### src/rtl/aes_pkg.sv
// Shared Rijndael constants and helpers for the ShiftRows datapath.
package aes_pkg;

    localparam int BYTE_W = 8;
    localparam int ROWS   = 4;

    // Block widths supported by the Rijndael ShiftRows offset table.
    function automatic bit nb_legal(input int nb);
        return (nb == 4) || (nb == 6) || (nb == 8);
    endfunction

    // Supported register depths of the stage pipeline.
    function automatic bit pipe_legal(input int pipe);
        return (pipe >= 1) && (pipe <= 3);
    endfunction

    // Left-rotate amount, in bytes, applied to a row in forward mode.
    function automatic int row_offset(input int nb, input int row);
        int off;
        case (row)
            0:       off = 0;
            1:       off = 1;
            2:       off = (nb == 8) ? 3 : 2;
            default: off = (nb == 8) ? 4 : 3;
        endcase
        return off;
    endfunction

    // Input column that feeds output column col of a row.
    function automatic int src_col(input int nb, input int row, input int col, input bit inv);
        int off;
        off = row_offset(nb, row);
        if (inv) begin
            return (col - off + nb) % nb;
        end
        return (col + off) % nb;
    endfunction

endpackage

### src/rtl/shiftrows_perm.sv
// Combinational ShiftRows / InvShiftRows byte permutation.
// Every output byte is a 2:1 mux between its forward and inverse source byte;
// all source positions are elaboration-time constants.
module shiftrows_perm
    import aes_pkg::*;
#(
    parameter int NB = 4
) (
    input  logic [ROWS*BYTE_W*NB-1:0] data,
    input  logic                      inv,
    output logic [ROWS*BYTE_W*NB-1:0] result
);

    localparam int ROW_W = BYTE_W * NB;

    for (genvar r = 0; r < ROWS; r++) begin : g_row
        for (genvar c = 0; c < NB; c++) begin : g_col
            // Column c sits at the high end of the row, so column 0 is the MSB byte.
            localparam int DST_LSB = r * ROW_W + BYTE_W * (NB - 1 - c);
            localparam int FWD_LSB = r * ROW_W + BYTE_W * (NB - 1 - src_col(NB, r, c, 1'b0));
            localparam int INV_LSB = r * ROW_W + BYTE_W * (NB - 1 - src_col(NB, r, c, 1'b1));

            assign result[DST_LSB +: BYTE_W] = inv ? data[INV_LSB +: BYTE_W]
                                                   : data[FWD_LSB +: BYTE_W];
        end
    end

endmodule

### src/rtl/shiftrows_pipe.sv
// ShiftRows / InvShiftRows with a PIPE-deep valid/ready register pipeline.
//
// Handshake: a beat moves across an interface on a rising edge where valid and
// ready are both high; a producer keeps valid and its payload steady until that
// edge. Each stage loads when the stage after it is empty or is itself loading
// this cycle, so a full pipe with out_ready high moves every beat forward in one
// edge and in_ready may depend combinationally on out_ready.
module shiftrows_pipe
    import aes_pkg::*;
#(
    parameter int NB    = 4,
    parameter int PIPE  = 2,
    parameter int TAG_W = 8
) (
    input  logic                      clk,
    input  logic                      rst,
    input  logic                      in_valid,
    output logic                      in_ready,
    input  logic                      in_inv,
    input  logic [ROWS*BYTE_W*NB-1:0] in_data,
    input  logic [TAG_W-1:0]          in_tag,
    output logic                      out_valid,
    input  logic                      out_ready,
    output logic [ROWS*BYTE_W*NB-1:0] out_data,
    output logic [TAG_W-1:0]          out_tag,
    output logic                      busy
);

    localparam int DW = ROWS * BYTE_W * NB;

    if (!nb_legal(NB)) begin : g_bad_nb
        $fatal(1, "shiftrows_pipe: NB must be 4, 6 or 8");
    end
    if (!pipe_legal(PIPE)) begin : g_bad_pipe
        $fatal(1, "shiftrows_pipe: PIPE must be 1, 2 or 3");
    end

    logic [DW-1:0]    perm_data;
    logic [PIPE-1:0]  stage_valid;
    logic [PIPE-1:0]  stage_load;
    logic [DW-1:0]    stage_data [PIPE];
    logic [TAG_W-1:0] stage_tag  [PIPE];

    // Index k of a chain is whatever feeds stage k: the permuted input for
    // stage 0, otherwise the stage just before it.
    logic [PIPE:0]    valid_chain;
    logic [DW-1:0]    data_chain [PIPE+1];
    logic [TAG_W-1:0] tag_chain  [PIPE+1];
    logic             room;

    // The permutation sits in front of stage 1; later stages only re-register.
    shiftrows_perm #(
        .NB(NB)
    ) u_perm (
        .data  (in_data),
        .inv   (in_inv),
        .result(perm_data)
    );

    assign valid_chain = {stage_valid, in_valid};

    // Build the per-stage source buses from the permuted input and stage outputs.
    always_comb begin
        data_chain[0] = perm_data;
        tag_chain[0]  = in_tag;
        for (int k = 0; k < PIPE; k++) begin
            data_chain[k+1] = stage_data[k];
            tag_chain[k+1]  = stage_tag[k];
        end
    end

    // Load enables, walked from the output back: a stage may load when any
    // stage after it has a free slot or the output is being drained.
    always_comb begin
        stage_load             = '0;
        room                   = out_ready || !stage_valid[PIPE-1];
        stage_load[PIPE-1]     = room;
        for (int k = PIPE - 2; k >= 0; k--) begin
            room          = room || !stage_valid[k+1];
            stage_load[k] = room;
        end
    end

    // Stage occupancy; reset empties every stage at once.
    always_ff @(posedge clk or posedge rst) begin
        if (rst) begin
            stage_valid <= '0;
        end else begin
            for (int k = 0; k < PIPE; k++) begin
                if (stage_load[k]) begin
                    stage_valid[k] <= valid_chain[k];
                end
            end
        end
    end

    // Payload registers; only written when a real beat arrives, so a stalled
    // output stage keeps its data and tag untouched.
    always_ff @(posedge clk) begin
        for (int k = 0; k < PIPE; k++) begin
            if (stage_load[k] && valid_chain[k]) begin
                stage_data[k] <= data_chain[k];
                stage_tag[k]  <= tag_chain[k];
            end
        end
    end

    assign in_ready  = stage_load[0];
    assign out_valid = stage_valid[PIPE-1];
    assign out_data  = stage_data[PIPE-1];
    assign out_tag   = stage_tag[PIPE-1];
    assign busy      = |stage_valid;

endmodule

### config.mk
export PLATFORM = sky130hd
export DESIGN_NAME = shiftrows_pipe
export DESIGN_NICKNAME = d
export VERILOG_FILES = /design/src/rtl/aes_pkg.sv /design/src/rtl/shiftrows_perm.sv /design/src/rtl/shiftrows_pipe.sv
export SDC_FILE = /design/constraint.sdc
export NUM_CORES = 1
export LEC_CHECK = 0
export ABC_AREA = 1
export BUFFER_PORTS_ARGS = -buffer_cell sky130_fd_sc_hd__buf_2
export CORE_ASPECT_RATIO = 1.1
export CORE_MARGIN = 3
export CORE_UTILIZATION = 50
export CTS_CLUSTER_DIAMETER = 100
export DETAILED_ROUTE_END_ITERATION = 10
export PLACE_DENSITY = 0.83
export SYNTH_ARGS = -nofsm -noshare
export SYNTH_HDL_FRONTEND = slang
export SYNTH_SLANG_ARGS = --single-unit
### constraint.sdc
create_clock -name clk -period 8.6 [get_ports clk]
set_clock_uncertainty 0.1 [all_clocks]
set_input_delay 1.72 -clock clk [delete_from_list [all_inputs] [get_ports clk]]
set_output_delay 1.72 -clock clk [all_outputs]
set_load 0.03 [all_outputs]
==> results.py <==
metrics = {
    "outcome": {
        "status": "finished, final reports clean",
    },
    "finish": {
        "n_fill_cell": 1245,
        "regArea_um2": 8220,
        "num-nets-final": 896,
        "final_layout_size_suffix_gt1_share_pct": 41.5,
        "layout_common_cells": "buf_2, edfxtp_1, inv_1, nand2_1",
        "syn_to_final_growth_pct": 26.5,
        "final_common_cell": "buf_2",
        "fin_util_pct": 64.8,
        "multi_input_area_um2": 598,
    },
    "critical_path": {
        "crit_arrival_ps": 2150,
        "cp_max_fo": 4,
        "endpoint_kind": "primary output",
        "critPathCapture": "in_ready",
        "r2r_cells": 4,
        "rr_endpoint": "stage_data[0][123]$_DFFE_PP_",
        "required_ps": 6780,
        "startpoint_type": "input pin",
        "startpoint": "out_ready",
        "rr_startpoint": "stage_valid[1]$_DFFE_PP0P_",
        "criticalPathCategory": "input pin to primary output",
        "r2r_setup_slack_ps": 6120,
    },
    "min_path": {
        "hold_path_class": "register to register",
    },
    "power": {
        "leakagePower_nw": 4.55,
        "seqPwrFrac_pct": 54.4,
        "total_power_w": 0.00302,
        "intPower_w": 0.00232,
        "p_comb_share_pct": 10.4,
        "irDropWorstVdd_mv": 0.150,
        "power_density_nw_per_um2": 263,
        "p_clk_share_pct": 35.3,
        "switching_share_pct": 23.2,
        "switchingPower_w": 0.000702,
    },
    "synthesis": {
        "synth_cell_type_count": 12,
        "synth.yosys.warnings": 0,
        "netlist_area_um2": 9090,
        "syn_area_per_cell_um2": 19.4,
        "synth.area.top_cells": "edfxtp_1, a21oi_1, o21ai_0",
        "yosysSeqAreaShare_pct": 90.4,
        "syn-instance-count": 468,
        "synth_fp_nets": 609,
        "synth_top_area_cell": "edfxtp_1",
        "synth_top_area_share_pct": 89.9,
        "ys_seq_elements": 274,
    },
    "cts": {
        "cts_hold_buffers": 0,
        "clk_path_buf_depth": 3,
        "post_cts_resized": 0,
        "post_cts.repair.setup_buffers": 0,
        "cts_buffers": 26,
        "cts_tree": "built",
        "cts.sinks": 274,
        "clkTransAtPathRegs_ps": 60,
        "insertion_delay_ps": 500,
        "root_buffer": "clkbuf_16",
        "ctsHtreeMaxLevel": 1,
    },
    "grt": {
        "grt_max_degree": 129,
        "grt_pass1_vias": 4668,
        "grt_first_pass_wirelength_um": 25700,
        "gr-total-overflow": 0,
        "track_usage_pct": 16.8,
        "antenna_found_initial": 4,
    },
    "floorplan": {
        "rows": 51,
        "fp.dieH_um": 147,
        "die-area_um2": 19800,
        "core-area_um2": 17700,
        "start_util_pct": 51.2,
        "die-width_um": 135,
        "num_io_pins": 280,
    },
    "timing": {
        "slew_viol_final": 0,
        "min_period_ps": 3970,
        "setup_ws_ps": 4630,
        "grt_setup_unrepaired": "no",
        "holdWs_ps": 313,
        "min_period_over_period_pct": 46.2,
        "tns_ps": 0,
        "setup_violations": 0,
        "fmax_mhz": 252,
        "slew_headroom_pct": 23.4,
        "final-hold-violation-count": 0,
        "worstMarginPinSlew_ps": 1150,
    },
    "routing": {
        "dr_total_vias": 4800,
        "drtPass1Iterations": 4,
        "drc": 0,
        "ant_nets": 0,
        "wl_per_cell_um": 16.8,
        "vias_per_cell": 4.75,
        "wl_um": 17000,
        "initialDrtViolationCount": 257,
    },
    "placed_design": {
        "gp_congestion": 0.779,
        "place_hpwl_um": 11800,
        "dp_slack_ps": 4630,
        "port-buffer-count": 279,
    },
    "job": {
        "maxCapViolCount": 0,
    },
}
[layer usage]
layer  wire length [um]  vias up  GRT usage (%)  share of wire, %
met4                328        2           5.40               1.9
met1               6390     2256           20.7                38
met5                 13        -              0             0.076
li1                   -     2283              -                 -
met2               8480      231           28.2                50
met3               1780       28           5.99                10
[power by group through the flow]
stage	Clock [W]	Combinational (W)	Sequential, W
2_1_floorplan	0	0.0000830	0.00180
3_3_place_gp	0	0.000312	0.00167
3_5_place_dp	0	0.000318	0.00167
4_1_cts	0.00109	0.000318	0.00164
5_1_grt	0.00115	0.000337	0.00165
6_report	0.00107	0.000313	0.00164
[cells by family after synthesis]
logic type             Yosys count  share of synthesized area [%]
AOI/OAI and AO/OA               64                           3.52
buffers and inverters           59                           3.07
DFF                            274                           90.4
and+or+nand+nor                 71                           2.97
[how the worst min path moves through the flow]
| stage | to | startpoint | depth (start not counted) | slack [ps] |
|---|---|---|---|---|
| final | stage_tag[0][8]$_DFFE_PP_ | stage_tag[0][0]$_DFFE_PP_ | 0 | 310 |
| after global placement | stage_data[0][129]$_DFFE_PP_ | stage_data[0][1]$_DFFE_PP_ | 0 | 300 |
| after CTS | stage_tag[0][8]$_DFFE_PP_ | stage_tag[0][0]$_DFFE_PP_ | 0 | 320 |
| after detailed placement | stage_data[0][132]$_DFFE_PP_ | stage_data[0][4]$_DFFE_PP_ | 0 | 300 |
| after global routing | stage_tag[0][8]$_DFFE_PP_ | stage_tag[0][0]$_DFFE_PP_ | 0 | 320 |
| after floorplan | stage_data[0][128]$_DFFE_PP_ | stage_data[0][0]$_DFFE_PP_ | 0 | 300 |
[state kept, by name (all words and copies together), names as in the netlist]
| signal | flops |
|---|---|
| stage_data | 256 |
| stage_tag | 16 |
| stage_valid | 2 |
[critical path: stages]
cell     delay [ps]
buf_2           100
inv_1            60
nand2_1          90
buf_2           190
[synthesized netlist by cell type (all sizes together)]
| master | instances |
|---|---|
| nor2 | 33 |
| or2 | 1 |
| nand2 | 36 |
| a21oi | 32 |
| dfrtp | 2 |
| edfxtp | 272 |
| o21ai | 32 |
| inv | 37 |
| buf | 22 |
| nand3 | 1 |
[cell type report]
| cell class | count | area share (%) |
|---|---|---|
| clock inverter | 12 | 1.01 |
| sequential | 274 | 71.5 |
| timing repair buffer | 281 | 12.4 |
| antenna | 3 | 0.0653 |
| multi-input combinational | 135 | 5.20 |
| inverter | 37 | 1.25 |
| clock buffer | 30 | 5.98 |
| tap | 238 | 2.59 |
[through the flow]
step	instances	instance area, um2
floorplan	468	9090
global placement	965	10700
detailed placement	965	10700
CTS	1007	11500
global route	1010	11500
finish	1010	11500
No activity file was read; power rests on OpenSTA's default activity.
